File: config.mk
export PLATFORM = sky130hd
export DESIGN_NAME = note_playback
export DESIGN_NICKNAME = d
export VERILOG_FILES = /design/src/rtl/note_playback.sv
export SDC_FILE = /design/constraint.sdc
export NUM_CORES = 1
export LEC_CHECK = 0
export CAP_MARGIN = 20
export CORE_MARGIN = 2
export CORE_UTILIZATION = 25
export CTS_CLUSTER_SIZE = 25
export DETAILED_ROUTE_END_ITERATION = 10
export HOLD_SLACK_MARGIN = 0.15
export PLACE_DENSITY = 0.56
export SYNTH_ARGS = -nofsm -noshare
export SYNTH_HDL_FRONTEND = slang
export SYNTH_SLANG_ARGS = --single-unit
File: constraint.sdc
create_clock -name clk -period 2.39 [get_ports clk]
set_clock_uncertainty 0.1 [all_clocks]
set_input_delay 0.3585 -clock clk [delete_from_list [all_inputs] [get_ports clk]]
set_output_delay 0.3585 -clock clk [all_outputs]
set_load 0.05 [all_outputs]
File: src/rtl/note_playback.sv
// rtl/note_playback.sv - playback reader: fetches recorded notes in order and holds each for a fixed tick count
module note_playback #(
    parameter int NOTE_W         = 6,
    parameter int ADDR_W         = 5,
    parameter int TICKS_PER_NOTE = 2
) (
    input  logic              clk,
    input  logic              rst_n,
    input  logic              start,
    input  logic              stop,
    input  logic              loop,
    input  logic              tick,
    input  logic [ADDR_W:0]   note_count,
    output logic              rd_req,
    output logic [ADDR_W-1:0] rd_addr,
    input  logic              rd_ack,
    input  logic [NOTE_W-1:0] rd_data,
    output logic [NOTE_W-1:0] note_out,
    output logic              note_on,
    output logic              busy,
    output logic              done
);

    localparam int TW = $clog2(TICKS_PER_NOTE + 1);
    localparam logic [TW-1:0]     TICK_ONE  = 1;
    localparam logic [TW-1:0]     TICK_LAST = TW'(TICKS_PER_NOTE);
    localparam logic [ADDR_W-1:0] IDX_ONE   = 1;
    localparam logic [ADDR_W:0]   CNT_ONE   = 1;

    typedef enum logic [2:0] {IDLE, FETCH, HOLD, NEXT, DONE} state_t;

    state_t            state_q, state_d;
    logic [ADDR_W-1:0] idx_q, idx_d;
    logic [ADDR_W:0]   cnt_q, cnt_d;
    logic [TW-1:0]     tick_q, tick_d;
    logic              load;
    logic              last;
    logic              rd_req_d, busy_d, done_d, note_on_d;
    logic [NOTE_W-1:0] note_out_d;

    assign last    = ({1'b0, idx_q} == cnt_q - CNT_ONE);
    assign rd_addr = idx_q;

    always_ff @(posedge clk or negedge rst_n) begin
        if (!rst_n) begin
            state_q  <= IDLE;
            idx_q    <= '0;
            cnt_q    <= '0;
            tick_q   <= '0;
            rd_req   <= 1'b0;
            note_out <= '0;
            note_on  <= 1'b0;
            busy     <= 1'b0;
            done     <= 1'b0;
        end else begin
            state_q  <= state_d;
            idx_q    <= idx_d;
            cnt_q    <= cnt_d;
            tick_q   <= tick_d;
            rd_req   <= rd_req_d;
            note_out <= note_out_d;
            note_on  <= note_on_d;
            busy     <= busy_d;
            done     <= done_d;
        end
    end

    always_comb begin
        state_d = state_q;
        idx_d   = idx_q;
        cnt_d   = cnt_q;
        tick_d  = tick_q;
        load    = 1'b0;
        case (state_q)
            IDLE: begin
                if (start && !stop) begin
                    cnt_d   = note_count;
                    idx_d   = '0;
                    // an empty buffer passes through NEXT so done lands two cycles after start
                    state_d = (note_count == '0) ? NEXT : FETCH;
                end
            end
            FETCH: begin
                if (stop) begin
                    state_d = IDLE;
                end else if (rd_ack) begin
                    load    = 1'b1;
                    tick_d  = '0;
                    state_d = HOLD;
                end
            end
            HOLD: begin
                if (stop) begin
                    state_d = IDLE;
                end else if (tick) begin
                    tick_d = tick_q + TICK_ONE;
                    if (tick_d == TICK_LAST) state_d = NEXT;
                end
            end
            NEXT: begin
                if (stop) begin
                    state_d = IDLE;
                end else if (cnt_q == '0 || (last && !loop)) begin
                    state_d = DONE;
                end else if (last) begin
                    idx_d   = '0;
                    state_d = FETCH;
                end else begin
                    idx_d   = idx_q + IDX_ONE;
                    state_d = FETCH;
                end
            end
            DONE:    state_d = IDLE;
            default: state_d = IDLE;
        endcase
    end

    always_comb begin
        rd_req_d   = (state_d == FETCH);
        busy_d     = (state_d != IDLE);
        done_d     = (state_d == DONE);
        note_out_d = load ? rd_data : note_out;
        note_on_d  = (state_d == HOLD) && (load ? (rd_data != '0) : note_on);
    end

endmodule

# Yosys cells after proc, flatten, opt, wreduce, memory -nomap -nowiden
# Index checks and enable logic that the tools add are counted.
[op_classes]
mux = 24
n_reduce_logical = 16
n_eq_ne = 15
addsub = 3
[ops]
columns = ["operator", "count"]
rows = [
  ["$mux 3", 8],
  ["$mux 5", 4],
  ["$ne 2x2->1 const B", 7],
  ["$logic_not 6->1", 2],
  ["$pmux 3 s4", 1],
  ["$mux 2", 5],
  ["$pmux 5 s2", 1],
  ["$eq 3x2->1 const B", 3],
  ["$eq 3x1->1 const B", 2],
  ["$eq 5x6->1", 1],
  ["$reduce_bool 6->1", 1],
  ["$sub 6x1->6 const B", 1],
  ["$add 5x1->5 const B", 1],
  ["$reduce_and 5->1", 1],
  ["$mux 1", 4],
  ["$pmux 2 s2", 1],
  ["$reduce_and 4->1", 1],
  ["$reduce_bool 2->1", 2],
  ["$eq 3x3->1 const B", 1],
  ["$logic_and 1x1->1", 3],
  ["$logic_not 3->1", 1],
  ["$reduce_bool 3->1", 1],
  ["$add 2x1->2 const B", 1],
  ["$eq 2x2->1 const B", 1],
  ["3 further kinds", 4],
]
[totals]
reg_bits = 26
wordCells = 67
output_inout_bits = 15

# Logic depth before layout (Yosys ltp)
# Gate-level depths: netlist of run 1.
[logic_depth]
word_depth = 9
depth_mapped = 8
depth_no_buf = 8

# Least setup slack after synthesis of run 1
# OpenSTA, ideal clock, no wires.
[synth_path]
path_type = "flip-flop to flip-flop"
from = "register idx_q[2] (netlist: rd_addr[2])"
to = "register busy"
stages_incl_launch_ff = 7
arrival_time_ps = 1971
setup_ps = 131
slack_ps = 187
path_buffers = 0
path_cell_list = "dfrtp_1 -> nor2b_1 -> or3_4 -> a31oi_4 -> a31o_4 -> o21ai_2 -> or3_1"
[synth_between]
elab_chain_len = 7
[synth_rtl]
columns = ["element", "line", "rtl"]
rows = [
  ["from (decl)", "33", "logic [ADDR_W-1:0] idx_q, idx_d;"],
  ["from (signal assigned)", "57", "idx_q <= idx_d;"],
  ["$eq 5x6->1", "41", "assign last = ({1'b0, idx_q} == cnt_q - CNT_ONE);"],
  ["$logic_and 1x1->1", "103", "end else if (cnt_q == '0 || (last && !loop)) begin"],
  ["$logic_or 1x1->1", "103", ""],
  ["$mux 3", "103", ""],
  ["$mux 3", "101", "if (stop) begin"],
  ["$pmux 3 s4", "74", "case (state_q)"],
  ["via state_d[0]", "32", "state_t state_q, state_d;"],
  ["$reduce_bool 3->1", "120", "busy_d = (state_d != IDLE);"],
  ["via busy_d", "38", "logic rd_req_d, busy_d, done_d, note_on_d;"],
  ["to (signal assigned)", "63", "busy <= busy_d;"],
  ["to (decl)", "20", "output logic busy,"],
]
# The timed path passes the listed nets, and every way through them passes these cells.
# A chain may end at the register's enable or synchronous reset.

# Worst setup path in the final report of run 1
[layout_path]
from = "register cnt_q[2]"
to = "register busy"
[layout_between]
elab_chain_len = 8
word_cells_on_any_way = 9
cone_classes = "1 x add/sub; 1 x eq/ne; 3 x mux; 4 x reduce/logical"
[layout_rtl]
columns = ["element", "line", "rtl"]
rows = [
  ["from (decl)", "34", "logic [ADDR_W:0] cnt_q, cnt_d;"],
  ["from (signal assigned)", "58", "cnt_q <= cnt_d;"],
  ["$sub 6x1->6", "41", ""],
  ["$eq 5x6->1", "41", ""],
  ["$logic_and 1x1->1", "103", ""],
  ["$logic_or 1x1->1 (*)", "103", ""],
  ["$mux 3 (*)", "103", ""],
  ["$mux 3 (*)", "101", ""],
  ["$pmux 3 s4 (*)", "74", ""],
  ["via state_d[0]", "32", ""],
  ["$reduce_bool 3->1 (*)", "120", ""],
  ["via busy_d", "38", ""],
]
# Mark *: on every way through the listed nets, which the timed path passes. The rest lies on a longest branch.

==> results of run 1 <==
critical path, stage by stage, from the launching register on:
cell and delay [ns]:
dfrtp_1 0.47, nor3_4 0.25, mux2_4 0.33, o221ai_2 0.32, a31o_4 0.27, o21ai_2 0.08
or3_1 0.35
synthesized netlist by cell type (all sizes together) (2+ instances only):
master | n | area (um2)
and2 | 2 | 15.0
xor2 | 3 | 26.3
dfrtp | 26 | 651
inv | 7 | 26.3
ha | 3 | 37.5
nor2b | 2 | 12.5
a31oi | 3 | 33.8
a21oi | 2 | 10.0
or2 | 2 | 12.5
nor4 | 2 | 12.5
nand3b | 5 | 41.3
mux2 | 13 | 150
and4bb | 2 | 25.0
nand2b | 2 | 15.0
or3 | 2 | 17.5
o21ai | 8 | 43.8
nand2 | 6 | 22.5
nor2 | 6 | 22.5
nor3 | 6 | 51.3
nand3 | 5 | 25.0
and3b | 2 | 17.5
per-layer routing:
layer | GRT usage, % | part of all wire, % | vias up
met4 | 2.46 | 0.45 | 0
li1 | - | - | 521
met2 | 19.9 | 54 | 25
met3 | 2.41 | 4.0 | 3
met5 | 0 | 0 | -
met1 | 11.9 | 41 | 510
report_power, final:
group	internal, mW	total [mW]	switching [mW]
Sequential	0.530	0.614	0.0831
Combinational	0.260	0.604	0.345
Clock	0.147	0.283	0.136
stage by stage:
stage          power (mW)  hold slack [ns]  std cells  worst slack [ns]
2_1_floorplan        1.01          -0.0371        122             0.187
3_3_place_gp         1.21            0.389        230             0.176
3_5_place_dp         1.22            0.396        230             0.108
4_1_cts              1.51            0.359        234            0.0887
5_1_grt              1.59            0.377        234           -0.0110
6_report             1.50            0.351        234            0.0901
worst max path at each step:
stage                           startpoint                     end  slack, ns
finish                cnt_q[2]$_DFFE_PN0P_          busy$_DFF_PN0_       0.09
detailed placement    cnt_q[0]$_DFFE_PN0P_  rd_addr[4]$_DFFE_PN0P_       0.11
global route          cnt_q[2]$_DFFE_PN0P_          busy$_DFF_PN0_      -0.01
floorplan           rd_addr[2]$_DFFE_PN0P_          busy$_DFF_PN0_       0.19
CTS                   cnt_q[0]$_DFFE_PN0P_  rd_addr[4]$_DFFE_PN0P_       0.09
global placement                      stop  rd_addr[4]$_DFFE_PN0P_       0.18
final cells by class:
| cell class | count | share of cell area [%] |
|---|---|---|
| clock buffers | 4 | 2.88 |
| inverters | 7 | 1.38 |
| multi-input cells | 88 | 38.0 |
| flip-flops and latches | 26 | 34.1 |
| well taps | 72 | 4.72 |
| repair buffers | 37 | 18.9 |
cells by family after synthesis:
family / synth area share [%]
AND/OR/NAND/NOR: 21.3
flip-flops: 46.7
AO/OA/AOI/OAI: 13.8
multiplexers: 10.8
buffers and inverters: 2.24
XOR/XNOR: 2.51
adder cells (fa/ha/maj): 2.69
registers in the layout, summed over array words and instances, names as in the netlist:
signal,flops
rd_req,1
state_q,3
busy,1
tick_q,2
done,1
cnt_q,6
rd_addr,5
note_on,1
note_out,6
cell usage in the layout (no fill, tap or decap), types with 3 or more instances in the layout:
master / synthesis / final
nor3_1: 3 / 3
ha_1: 3 / 3
buf_4: 0 / 4
clkbuf_8: 0 / 4
nor2_1: 6 / 6
o21ai_0: 5 / 5
mux2_2: 12 / 12
inv_1: 7 / 7
clkdlybuf4s50_1: 0 / 33
nand2_1: 6 / 6
dfrtp_1: 26 / 25
xor2_1: 3 / 3
nand3_1: 5 / 5
nand3b_1: 4 / 4
==> impl_metrics.ini, run 1 <==
[status]
outcome = complete, no violations

[placement]
place_area_mm2 = 0.00184
hpwl_um = 2420
place.gp.congestion = 0.827
numPortBuffers = 33

[worst_setup_path]
reg2regPathDepth = 6
rr_endpoint = busy$_DFF_PN0_
r2r_setup_slack_ns = 0.09
worstReg2RegStart = cnt_q[2]$_DFFE_PN0P_
endpoint_kind = flop
required_ns = 2.44
cp_max_fo = 8
start_kind = flop
arrival_ns = 2.35
crit_type = reg2reg

[timing]
slew_headroom_pct = 65.6
report.final.slew_viol_count = 0
setup_viol = 0
fmax_ghz = 0.435
min_period_over_period_pct = 96.2
period_needed_ns = 2.30
hold_viol = 0
tns_ns = 0
tightestPinTransition_ns = 0.514

[die]
start_util_pct = 25.6
core_mm2 = 0.00544
ios = 34
design.die.area_mm2 = 0.00619
die_w_um = 78.7
fp.dieH_um = 78.7
row_count = 27

[cells_and_area]
diodes = 0
final_core_util_pct = 35.1
fin_area_mm2 = 0.00191
fin_nets = 185
drive_gt1_share_pct = 24.7
multi_input_area_um2 = 726
area_growth_syn_to_layout_pct = 37.0
final-seq-area_um2 = 652
nFillCells = 542

[synthesis]
synthDistinctLibCells = 45
synthesis.area_mm2 = 0.00139
syn_nets = 144
async_reset_ff_share_pct = 100
postSynthCellCount = 122
yosysSeqAreaShare_pct = 46.7
synth-seq-cells = 26
syn_area_per_cell_um2 = 11.4
synthFlopType = dfrtp_1
synth-edff-count = 0
yosysWarnings = 0

[hold_path]
hp-class = in2async

[power]
total_leakage_power_nw = 0.770
peakVddDrop_uv = 652
cellPowerDensity_mw_per_mm2 = 786

[route]
viasPerCell = 4.53
drt_pass1_iterations = 4
routed_wl_um = 3080
vias = 1059
drc = 0
drt-initial-drc-count = 53
wire_per_inst_um = 13.2
antenna_left = 0

[clock_network]
cts_buffer_depth = 2
post_cts_buffers = 0
numCtsBuffers = 3
cts_tree = yes
clk_root_buffer_cell = clkbuf_8
h-tree-depth = 1
cts_resized = 0
postCtsHoldBufs = 0
cts.clk_slew.worst_paths_ns = 0.09
insertion_delay_ns = 0.27
cts.sinks = 26

[global_routing]
grt_start_max_net_pins = 27
overflow = 0
grtUsageTotal_pct = 10.5
grt_pass1_vias = 1170
grt_pass1_wl_um = 5240
antenna_found_initial = 0

[job]
maxCapViolations = 0
Note: power is estimated with default switching activity, not from simulation.
==> inputs of run 2 (changes only) <==
--- a/config.mk
+++ b/config.mk
@@ -5,9 +5,11 @@
 export SDC_FILE = /design/constraint.sdc
 export NUM_CORES = 1
 export LEC_CHECK = 0
+export ABC_CLOCK_PERIOD_IN_PS = 2390
 export CAP_MARGIN = 20
 export CORE_MARGIN = 2
 export CORE_UTILIZATION = 25
+export CTS_CLUSTER_DIAMETER = 120
 export CTS_CLUSTER_SIZE = 25
 export DETAILED_ROUTE_END_ITERATION = 10
 export HOLD_SLACK_MARGIN = 0.15
==> results of run 2 <==
No change in the layout: final DEF, timing and power equal those of run 1.
==> inputs of run 3 (changes only) <==
--- a/config.mk
+++ b/config.mk
@@ -7,7 +7,7 @@
 export LEC_CHECK = 0
 export ABC_CLOCK_PERIOD_IN_PS = 2390
 export CAP_MARGIN = 20
-export CORE_MARGIN = 2
+export CORE_MARGIN = 3
 export CORE_UTILIZATION = 25
 export CTS_CLUSTER_DIAMETER = 120
 export CTS_CLUSTER_SIZE = 25
==> run 3 against run 2 <==
- critical path depth grew 2
- cell count down 0.85%
- worst hold slack worse by 0.0071 ns
- final area hardly changed
- register-to-register slack better by 0.05 ns
- clock power grew 29%
- clock-buffer cell count down 1
- worst setup slack better by 0.052 ns
- global-route usage grew 0.22 points
- largest power group unchanged
==> impl_metrics.ini, run 3 (synthesis gave the netlist of run 1 again) <==
[die]
design.die.area_mm2 = 0.00651
core_mm2 = 0.00524
die_w_um = 80.7
ios = 34
fp.dieH_um = 80.7
row_count = 26
start_util_pct = 26.6

[worst_setup_path]
required_ns = 2.47
arrival_ns = 2.33
cp_max_fo = 6
critPathLaunch = cnt_q[0]$_DFFE_PN0P_
start_kind = flop
worstReg2RegStart = cnt_q[0]$_DFFE_PN0P_
endpoint_kind = flop
crit_type = reg2reg

[route]
wire_per_inst_um = 14.0
viasPerCell = 4.79
drt-initial-drc-count = 55
vias = 1111
routed_wl_um = 3260
antenna_left = 0
drc = 0
drt_pass1_iterations = 4

[clock_network]
postCtsHoldBufs = 0
cts.clk_slew.worst_paths_ns = 0.09
cts_resized = 0
cts_tree = yes
h-tree-depth = 1
clk_root_buffer_cell = clkbuf_8
insertion_delay_ns = 0.27
cts.sinks = 26
post_cts_buffers = 0
numCtsBuffers = 3
cts_buffer_depth = 2

[global_routing]
overflow = 0
grt_pass1_wl_um = 5530
grtUsageTotal_pct = 10.8
grt_start_max_net_pins = 27
antenna_found_initial = 0
grt_pass1_vias = 1164

[cells_and_area]
final_cell_mix = 33 x clkdlybuf4s50_1, 26 x dfrtp_1, 12 x mux2_2
final_common_cell = clkdlybuf4s50_1
fin_area_mm2 = 0.00191
diodes = 0
area_growth_syn_to_layout_pct = 36.9
fin_nets = 185
drive_gt1_share_pct = 23.5

[power]
clkPwrFrac_pct = 23.1
total_leakage_power_nw = 0.778
p_sw_share_pct = 35.8
p_int_mw = 1.01
switchingPower_mw = 0.564
pwr-share-comb_pct = 37.8
peakVddDrop_uv = 489
seq_power_share_pct = 39.1
cellPowerDensity_mw_per_mm2 = 826

[timing]
min_period_over_period_pct = 94.0
period_needed_ns = 2.25
slew_headroom_pct = 65.6
setup_viol = 0
tightestPinTransition_ns = 0.515
worst_slack_ns = 0.143
fmax_ghz = 0.445
rsz0062_at_grt = false
tns_ns = 0
hold_viol = 0
report.final.slew_viol_count = 0

[placement]
dpl_worst_slack_ns = 0.130
hpwl_um = 2560
numPortBuffers = 33
place_area_mm2 = 0.00184
place.gp.congestion = 0.754

[hold_path]
hp-class = in2async

[job]
maxCapViolations = 0

[status]
outcome = complete, no violations
-- run 3: final cells by class --
type	count	area [um2]
Clock buffer	3	41.3
Timing Repair Buffer	37	360
Sequential cell	26	651
Tap cell	70	87.6
Clock inverter	1	30.0
Multi-Input combinational cell	88	712
Inverter	7	26.3
Fill cell	512	3330
-- run 3: through the flow --
step,utilization (%),power [mW],hold WS (ns),std cells
finish,36.4,1.58,0.344,232
global route,36.4,1.66,0.371,232
CTS,36.4,1.60,0.346,232
detailed placement,35.1,1.22,0.402,228
global placement,35.1,1.21,0.386,228
floorplan,-,1.01,-0.0371,122
-- run 3: worst paths after layout --
check | endpoint | cells past startpoint | slack [ns]
worst max register to register | rd_addr[4]$_DFFE_PN0P_ | 8 | 0.14
worst min register to register | note_out[4]$_DFFE_PN0P_ | 1 | 0.42
worst min-delay path | note_out[4]$_DFFE_PN0P_ | 2 | 0.34
min in group clk | note_out[4]$_DFFE_PN0P_ | 1 | 0.42
max in group asynchronous | cnt_q[4]$_DFFE_PN0P_ | 2 | 1.59
worst max-delay path | rd_addr[4]$_DFFE_PN0P_ | 8 | 0.14
-- run 3: routing by layer --
| layer | part of all wire (%) | global-route usage (%) | wire length, um |
|---|---|---|---|
| met1 | 45 | 13.3 | 1460 |
| met3 | 7.6 | 4.26 | 249 |
| met5 | 0 | 0 | 0 |
| met4 | 0 | 0.507 | 0 |
| met2 | 47 | 18.5 | 1550 |
-- run 3: worst max-delay path, stage by stage (launching register included) --
cell and delay, ns:
dfrtp_1 0.44, inv_1 0.06, ha_1 0.23, and4bb_1 0.19, o211ai_1 0.26, a31oi_4 0.07, a211oi_2 0.44, nand2b_2 0.14
o31ai_2 0.23
-- run 3: power groups by stage --
stage | clock network (mW) | logic (mW) | registers [mW]
after CTS | 0.381 | 0.604 | 0.616
after detailed placement | 0 | 0.601 | 0.623
after global routing | 0.394 | 0.639 | 0.631
final | 0.364 | 0.596 | 0.616
after global placement | 0 | 0.589 | 0.616
after floorplan | 0 | 0.230 | 0.782
